==> config.mk <==
export PLATFORM = sky130hd
export DESIGN_NAME = binary_pixel_packer
export DESIGN_NICKNAME = d
export VERILOG_FILES = /design/src/rtl/binpack_pkg.sv /design/src/rtl/bit_accum.sv /design/src/rtl/binary_pixel_packer.sv
export SDC_FILE = /design/constraint.sdc
export NUM_CORES = 1
export LEC_CHECK = 0
export BUFFER_PORTS_ARGS = -buffer_cell sky130_fd_sc_hd__buf_2
export CAP_MARGIN = 20
export CORE_MARGIN = 5
export CORE_UTILIZATION = 53
export CTS_CLUSTER_DIAMETER = 120
export DETAILED_ROUTE_END_ITERATION = 7
export PLACE_DENSITY = 0.73
export SLEW_MARGIN = 20
export SYNTH_ARGS = -nofsm -noshare
export SYNTH_HDL_FRONTEND = slang
export SYNTH_SLANG_ARGS = --single-unit
==> constraint.sdc <==
create_clock -name clk_in -period 3.56 [get_ports clk_in]
set_input_delay 1.068 -clock clk_in [delete_from_list [all_inputs] [get_ports clk_in]]
set_output_delay 1.068 -clock clk_in [all_outputs]
set_load 0.02 [all_outputs]
==> src/rtl/binpack_pkg.sv <==
// Shared types and sizing helpers for the binary pixel packer.
//   state_t      : packer FSM state {IDLE, ACTIVE}
//   calc_wpl     : words per line, ceil(h / w)
//   calc_addr_w  : frame-buffer word address width
//   calc_cnt_w   : width able to hold a full-frame pixel count
package binpack_pkg;
  typedef enum logic {IDLE, ACTIVE} state_t;

  function automatic int calc_wpl(input int h, input int w);
    return (h + w - 1) / w;
  endfunction

  function automatic int calc_addr_w(input int h, input int w, input int v);
    return $clog2(calc_wpl(h, w) * v);
  endfunction

  function automatic int calc_cnt_w(input int h, input int v);
    return $clog2(h * v + 1);
  endfunction
endpackage

==> src/rtl/bit_accum.sv <==
// Word accumulator: gathers pixels LSB-first into a WORD_W-bit word.
//   clk, rst : clock, async active-high reset
//   pix      : incoming pixel bit
//   en       : accept pix this cycle
//   clr      : drop partial word; an accepted pix becomes bit 0
//   flush    : the accepted pix ends the word early (unfilled bits stay 0)
//   word     : word including this cycle's pix (combinational, top registers it)
//   full     : this cycle's pix lands in the top bit
module bit_accum #(
  parameter int WORD_W = 16
) (
  input  logic              clk,
  input  logic              rst,
  input  logic              pix,
  input  logic              en,
  input  logic              clr,
  input  logic              flush,
  output logic [WORD_W-1:0] word,
  output logic              full
);
  localparam int IDX_W = $clog2(WORD_W);

  logic [WORD_W-1:0] acc;
  logic [IDX_W-1:0]  idx;
  logic [WORD_W-1:0] base_acc;
  logic [IDX_W-1:0]  base_idx;

  // clr acts in the same cycle so a restart pixel sees an empty word
  always_comb begin
    base_acc = clr ? '0 : acc;
    base_idx = clr ? '0 : idx;
    word     = base_acc | (WORD_W'(en & pix) << base_idx);
    full     = (base_idx == IDX_W'(WORD_W - 1));
  end

  always_ff @(posedge clk or posedge rst) begin
    if (rst) begin
      acc <= '0;
      idx <= '0;
    end else if (en) begin
      if (full || flush) begin
        acc <= '0;
        idx <= '0;
      end else begin
        acc <= word;
        idx <= base_idx + IDX_W'(1);
      end
    end else if (clr) begin
      acc <= '0;
      idx <= '0;
    end
  end
endmodule

==> src/rtl/binary_pixel_packer.sv <==
// Packs a 1-bit pixel stream LSB-first into WORD_W-bit frame-buffer words.
// Every line starts on a word boundary; a line ends on eol_in or after
// H_PIXELS pixels (excess pixels up to the next eol_in are dropped).
//   clk_in, rst_in   : clock, async active-high reset
//   pixel_in         : thresholded pixel
//   valid_in         : pixel_in/sof_in/eol_in qualified
//   sof_in, eol_in   : first pixel of frame / last pixel of line
//   wr_en_out        : BRAM write strobe
//   wr_addr_out      : word address (line_base + word_idx)
//   wr_data_out      : packed word, pixel k in bit k
//   frame_done_out   : pulses with the last write of a frame
//   frame_err_out    : pulses when sof_in arrives mid-frame
//   popcount_out     : set-pixel count of last frame
// Build option: PACKER_POPCOUNT_EN enables the set-pixel counter; otherwise
// popcount_out is tied to 0.
module binary_pixel_packer import binpack_pkg::*; #(
  parameter  int WORD_W   = 16,
  parameter  int H_PIXELS = 320,
  parameter  int V_LINES  = 240,
  localparam int WPL      = calc_wpl(H_PIXELS, WORD_W),
  localparam int ADDR_W   = calc_addr_w(H_PIXELS, WORD_W, V_LINES),
  localparam int CNT_W    = calc_cnt_w(H_PIXELS, V_LINES)
) (
  input  logic              clk_in,
  input  logic              rst_in,
  input  logic              pixel_in,
  input  logic              valid_in,
  input  logic              sof_in,
  input  logic              eol_in,
  output logic              wr_en_out,
  output logic [ADDR_W-1:0] wr_addr_out,
  output logic [WORD_W-1:0] wr_data_out,
  output logic              frame_done_out,
  output logic              frame_err_out,
  output logic [CNT_W-1:0]  popcount_out
);
  localparam int PC_W = $clog2(H_PIXELS + 1);
  localparam int LN_W = $clog2(V_LINES + 1);
  localparam int WI_W = $clog2(WPL + 1);
  localparam logic [PC_W-1:0]   PIX_LAST  = PC_W'(H_PIXELS - 1);
  localparam logic [LN_W-1:0]   LINE_LAST = LN_W'(V_LINES - 1);
  localparam logic [ADDR_W-1:0] WPL_A     = ADDR_W'(WPL);

  state_t            state_q, state_d;
  logic              drop_q, drop_d;
  logic [PC_W-1:0]   pix_q, pix_e;
  logic [LN_W-1:0]   line_q, line_e;
  logic [WI_W-1:0]   word_q, word_e;
  logic [ADDR_W-1:0] base_q, base_e;
  logic              new_frame, accept, eol_end, do_wr, done, err;
  logic [WORD_W-1:0] acc_word;
  logic              acc_full;

  // sof_in restarts position tracking in the same cycle as its pixel
  assign new_frame = valid_in & sof_in;
  assign pix_e  = new_frame ? '0 : pix_q;
  assign line_e = new_frame ? '0 : line_q;
  assign word_e = new_frame ? '0 : word_q;
  assign base_e = new_frame ? '0 : base_q;

  bit_accum #(.WORD_W(WORD_W)) u_accum (
    .clk   (clk_in),
    .rst   (rst_in),
    .pix   (pixel_in),
    .en    (accept),
    .clr   (new_frame),
    .flush (eol_end),
    .word  (acc_word),
    .full  (acc_full)
  );

  always_ff @(posedge clk_in or posedge rst_in) begin
    if (rst_in) state_q <= IDLE;
    else        state_q <= state_d;
  end

  always_comb begin
    state_d = state_q;
    drop_d  = drop_q;
    accept  = 1'b0;
    eol_end = 1'b0;
    do_wr   = 1'b0;
    done    = 1'b0;
    err     = new_frame & (state_q == ACTIVE);
    if (valid_in) begin
      if (sof_in || (state_q == ACTIVE && !drop_q)) begin
        accept  = 1'b1;
        state_d = ACTIVE;
        eol_end = eol_in | (pix_e == PIX_LAST);
        do_wr   = eol_end | acc_full;
        // forced line end: swallow pixels until the stream's own eol_in
        drop_d  = eol_end & ~eol_in;
        if (eol_end && line_e == LINE_LAST) begin
          done    = 1'b1;
          state_d = IDLE;
          drop_d  = 1'b0;
        end
      end else if (state_q == ACTIVE && eol_in) begin
        drop_d = 1'b0;
      end
    end
  end

  always_ff @(posedge clk_in or posedge rst_in) begin
    if (rst_in) begin
      drop_q         <= 1'b0;
      pix_q          <= '0;
      line_q         <= '0;
      word_q         <= '0;
      base_q         <= '0;
      wr_en_out      <= 1'b0;
      wr_addr_out    <= '0;
      wr_data_out    <= '0;
      frame_done_out <= 1'b0;
      frame_err_out  <= 1'b0;
    end else begin
      drop_q         <= drop_d;
      wr_en_out      <= do_wr;
      frame_done_out <= done;
      frame_err_out  <= err;
      if (do_wr) begin
        wr_addr_out <= base_e + ADDR_W'(word_e);
        wr_data_out <= acc_word;
      end
      if (accept) begin
        if (eol_end) begin
          pix_q  <= '0;
          word_q <= '0;
          line_q <= line_e + LN_W'(1);
          base_q <= base_e + WPL_A;
        end else begin
          pix_q  <= pix_e + PC_W'(1);
          line_q <= line_e;
          base_q <= base_e;
          word_q <= acc_full ? word_e + WI_W'(1) : word_e;
        end
      end
    end
  end

`ifdef PACKER_POPCOUNT_EN
  logic [CNT_W-1:0] cnt_q, cnt_e, cnt_n;
  assign cnt_e = new_frame ? '0 : cnt_q;
  assign cnt_n = cnt_e + CNT_W'(pixel_in);

  always_ff @(posedge clk_in or posedge rst_in) begin
    if (rst_in) begin
      cnt_q        <= '0;
      popcount_out <= '0;
    end else if (accept) begin
      cnt_q <= cnt_n;
      if (done) popcount_out <= cnt_n;
    end
  end
`else
  assign popcount_out = '0;
`endif
endmodule

==> flow_metrics.tcl <==
set metrics [dict create \
    status "finished clean" \
    die_y_um 105 \
    fin_tns_setup_ns 0 \
    swShare_pct 31.7 \
    hold_depth 2 \
    final_common_cell "dfrtp_1" \
    placement.io_buffers 37 \
    synth_compound_area_share_pct 15.2 \
    ant_nets 0 \
    rsz0062_at_grt "false" \
    finalHoldViolCount 0 \
    netlist_area_um2 4730 \
    worstMarginPinSlew_ns 0.876 \
    netlist_instances 503 \
    yosys.area_share.simple_pct 22.0 \
    power_frac_seq_pct 52.2 \
    min_to "wr_addr_out[6]$_DFFE_PP0P_" \
    clk-insertion-delay-late_ns 0.36 \
    r2r-end "base_q[12]$_DFFE_PP0N_" \
    slew_headroom_pct 41.2 \
    cts_tree "built" \
    finalSetupViolations 0 \
    grt.overflow.total 0 \
    postLayoutCoreUtil_pct 59.2 \
    placed_cell_area_um2 4980 \
    clock-skew-final_ns 0.0154 \
    synth_mux_area_share_pct 0.687 \
    postSynth.asyncResetShare_pct 100 \
    max_stage_delay_ns 0.55 \
    rrSetupSlack_ns 1.01 \
    dieArea_um2 10900 \
    pwr-share-clk_pct 31.2 \
    crit_chain "buf_2 > nand2_2 > and2_1 > ha_1 > nand3_1 > o41a_1 > buf_4 > nor3_1 > and3_1 > xnor2_1" \
    cpLargestDelayFamily "simple AND/OR/NAND/NOR gates" \
    power.switching_mw 0.680 \
    diodes 0 \
    routedWlPerCell_um 15.7 \
    cp-start-kind "input pin" \
    crit_type "in2reg" \
    power_mw 2.14 \
    cp-end-kind "flop" \
    ioPinCount 55 \
    r2r_start "pix_q[0]$_DFFE_PP0N_" \
    drt_iter0_drc 271 \
    synth_edf_count 0 \
    gp_congestion 0.881 \
    layout-drive-gt1-share_pct 16.5 \
    synth_warnings 0 \
    yosysSeqAreaShare_pct 47.0 \
    reg2reg_depth 8 \
    cts_setup_buffers 0 \
    synth_area_per_cell_um2 9.41 \
    critPathSlowestCell "o41a_1" \
    grt_max_degree 55 \
    p_comb_share_pct 16.5 \
    required_ns 3.84 \
    drc 0 \
    cts-htree-levels 3 \
    yosys.area_share.adder_pct 3.07 \
    hold_buffers 0 \
    synth_top_family_by_area "simple AND/OR/NAND/NOR gates" \
    timing.final.ws_setup_ns 0.503 \
    grt_pass1_wl_um 17500 \
    pwr_density_cell_nw_per_um2 414 \
    slew_viol_final 0 \
    p_leak_nw 2.38 \
    pre_cts_ws_ns 0.132 \
    crit_path_start "sof_in" \
    path_buf_inv 2 \
    initial_utilization_pct 54.3 \
    cts_root_buf "clkbuf_8" \
    cp.arrival_ns 3.34 \
    antenna_found_initial 0 \
    clk_pin_slew_ns 0.10 \
    ctsResizeCount 0 \
    via_count 3658 \
    max_freq_mhz 327 \
    synth_flop_cell "dfrtp_1" \
    vias_per_cell 5.61 \
    cap_viol_max_count 0 \
    crit_fanout 11 \
    dr.pass1.iters 4 \
    row_count 34 \
    ys_ff_latch 89 \
    synth_xor_area_share_pct 5.36 \
    hold_path_startpoint "wr_addr_out[6]$_DFFE_PP0P_" \
    p_int_mw 1.46 \
    core_um2 8720 \
    die_x_um 105 \
    cts_num_sinks 89 \
    crit_cells 10 \
    ys_types 61 \
    dpl.hpwl_um 7330 \
    post-route-min-period_ns 3.06 \
    finalCritPeriodShare_pct 85.9 \
    peakVddDrop_v 0.000207 \
    fin_nets 556 \
    cts_buffers 9 \
    wirelength_um 10300 \
    min_path_type "reg2reg" \
    cts.path.max_buffers 2 \
    mostFrequentLayoutCells "dfrtp_1, nand2_1, nor2_1" \
    area_growth_pct 9.12 \
    grt_use_total_pct 19.3 \
    grt_pass1_vias 3636 \
    final_area_um2 5170 \
]
## stage by stage
stage                     instances  hold slack [ns]
after floorplan                 519            0.441
after global placement          636            0.456
after detailed placement        636            0.462
after CTS                       652            0.489
after global routing            652            0.500
final                           652            0.488
## worst max-delay path by stage
stage,end,slack [ns]
after global placement,wr_addr_out[11]$_DFFE_PP0P_,0.20
after floorplan,u_accum.acc[3]$_DFF_PP0_,0.01
after global routing,base_q[12]$_DFFE_PP0N_,0.35
after CTS,base_q[12]$_DFFE_PP0N_,0.51
final,base_q[12]$_DFFE_PP0N_,0.50
after detailed placement,base_q[12]$_DFFE_PP0N_,0.13
## cell families after synthesis
| logic type | count (synthesis) |
|---|---|
| other cells | 1 |
| compound gates | 114 |
| xor+xnor | 29 |
| flops | 89 |
| fa+ha+maj | 11 |
| simple gates | 203 |
| mux | 3 |
| buf+inv | 53 |
## worst reg2reg max path, stage by stage (launching register included)
cell     delay [ns]
dfrtp_1        0.40
and2_1         0.18
ha_1           0.20
nand3_1        0.14
o41a_1         0.55
buf_4          0.26
nor3_1         0.41
and3_1         0.24
xnor2_1        0.11
## sequential cells by signal (all words and copies together), names as in the netlist
signal,count
u_accum.idx,4
u_accum.acc,16
frame_err_out,1
wr_en_out,1
state_q,1
frame_done_out,1
word_q,5
base_q,13
wr_addr_out,13
wr_data_out,16
pix_q,9
drop_q,1
line_q,8
## synthesized netlist by cell type, types with 4 or more instances
cell | instances | area (um2)
clkbuf_1 | 16 | 60.1
ha_1 | 10 | 125
a31oi_1 | 4 | 25.0
dfrtp_1 | 89 | 2230
xnor2_1 | 18 | 158
buf_4 | 17 | 128
a21oi_1 | 27 | 135
xor2_1 | 11 | 96.3
nand3_1 | 16 | 80.1
and3_1 | 10 | 62.6
a21o_1 | 5 | 37.5
o21a_1 | 4 | 30.0
nor2_1 | 43 | 161
and2_1 | 18 | 113
inv_1 | 8 | 30.0
nor4_4 | 4 | 85.1
o21ai_1 | 26 | 130
buf_2 | 6 | 30.0
o21ai_0 | 20 | 100
nor3_1 | 12 | 60.1
buf_6 | 5 | 56.3
nand2_1 | 74 | 278
nand3b_1 | 4 | 30.0
## power by group through the flow
stage	registers (mW)	clock network, mW	logic [mW]
6_report	1.12	0.669	0.354
5_1_grt	1.13	0.728	0.393
4_1_cts	1.12	0.682	0.358
3_5_place_dp	1.14	0	0.356
3_3_place_gp	1.14	0	0.347
2_1_floorplan	1.16	0	0.250
## routing by layer
layer	vias to the layer above	global-route usage, %	wire length [um]
met2	93	30.7	4860
met5	-	0	0
met4	0	6.75	97
li1	1792	-	-
met1	1764	27.1	4690
met3	9	2.86	605
## area by class of cell
| type | count | area [um2] |
|---|---|---|
| tap | 108 | 135 |
| fill | 762 | 3550 |
| clock inverter | 7 | 61.3 |
| clock buffer | 9 | 124 |
| timing repair buffer | 53 | 318 |
| inverter | 9 | 35.0 |
| sequential | 89 | 2230 |
| multi-input combinational | 377 | 2270 |
(Power assumes the default switching activity.)
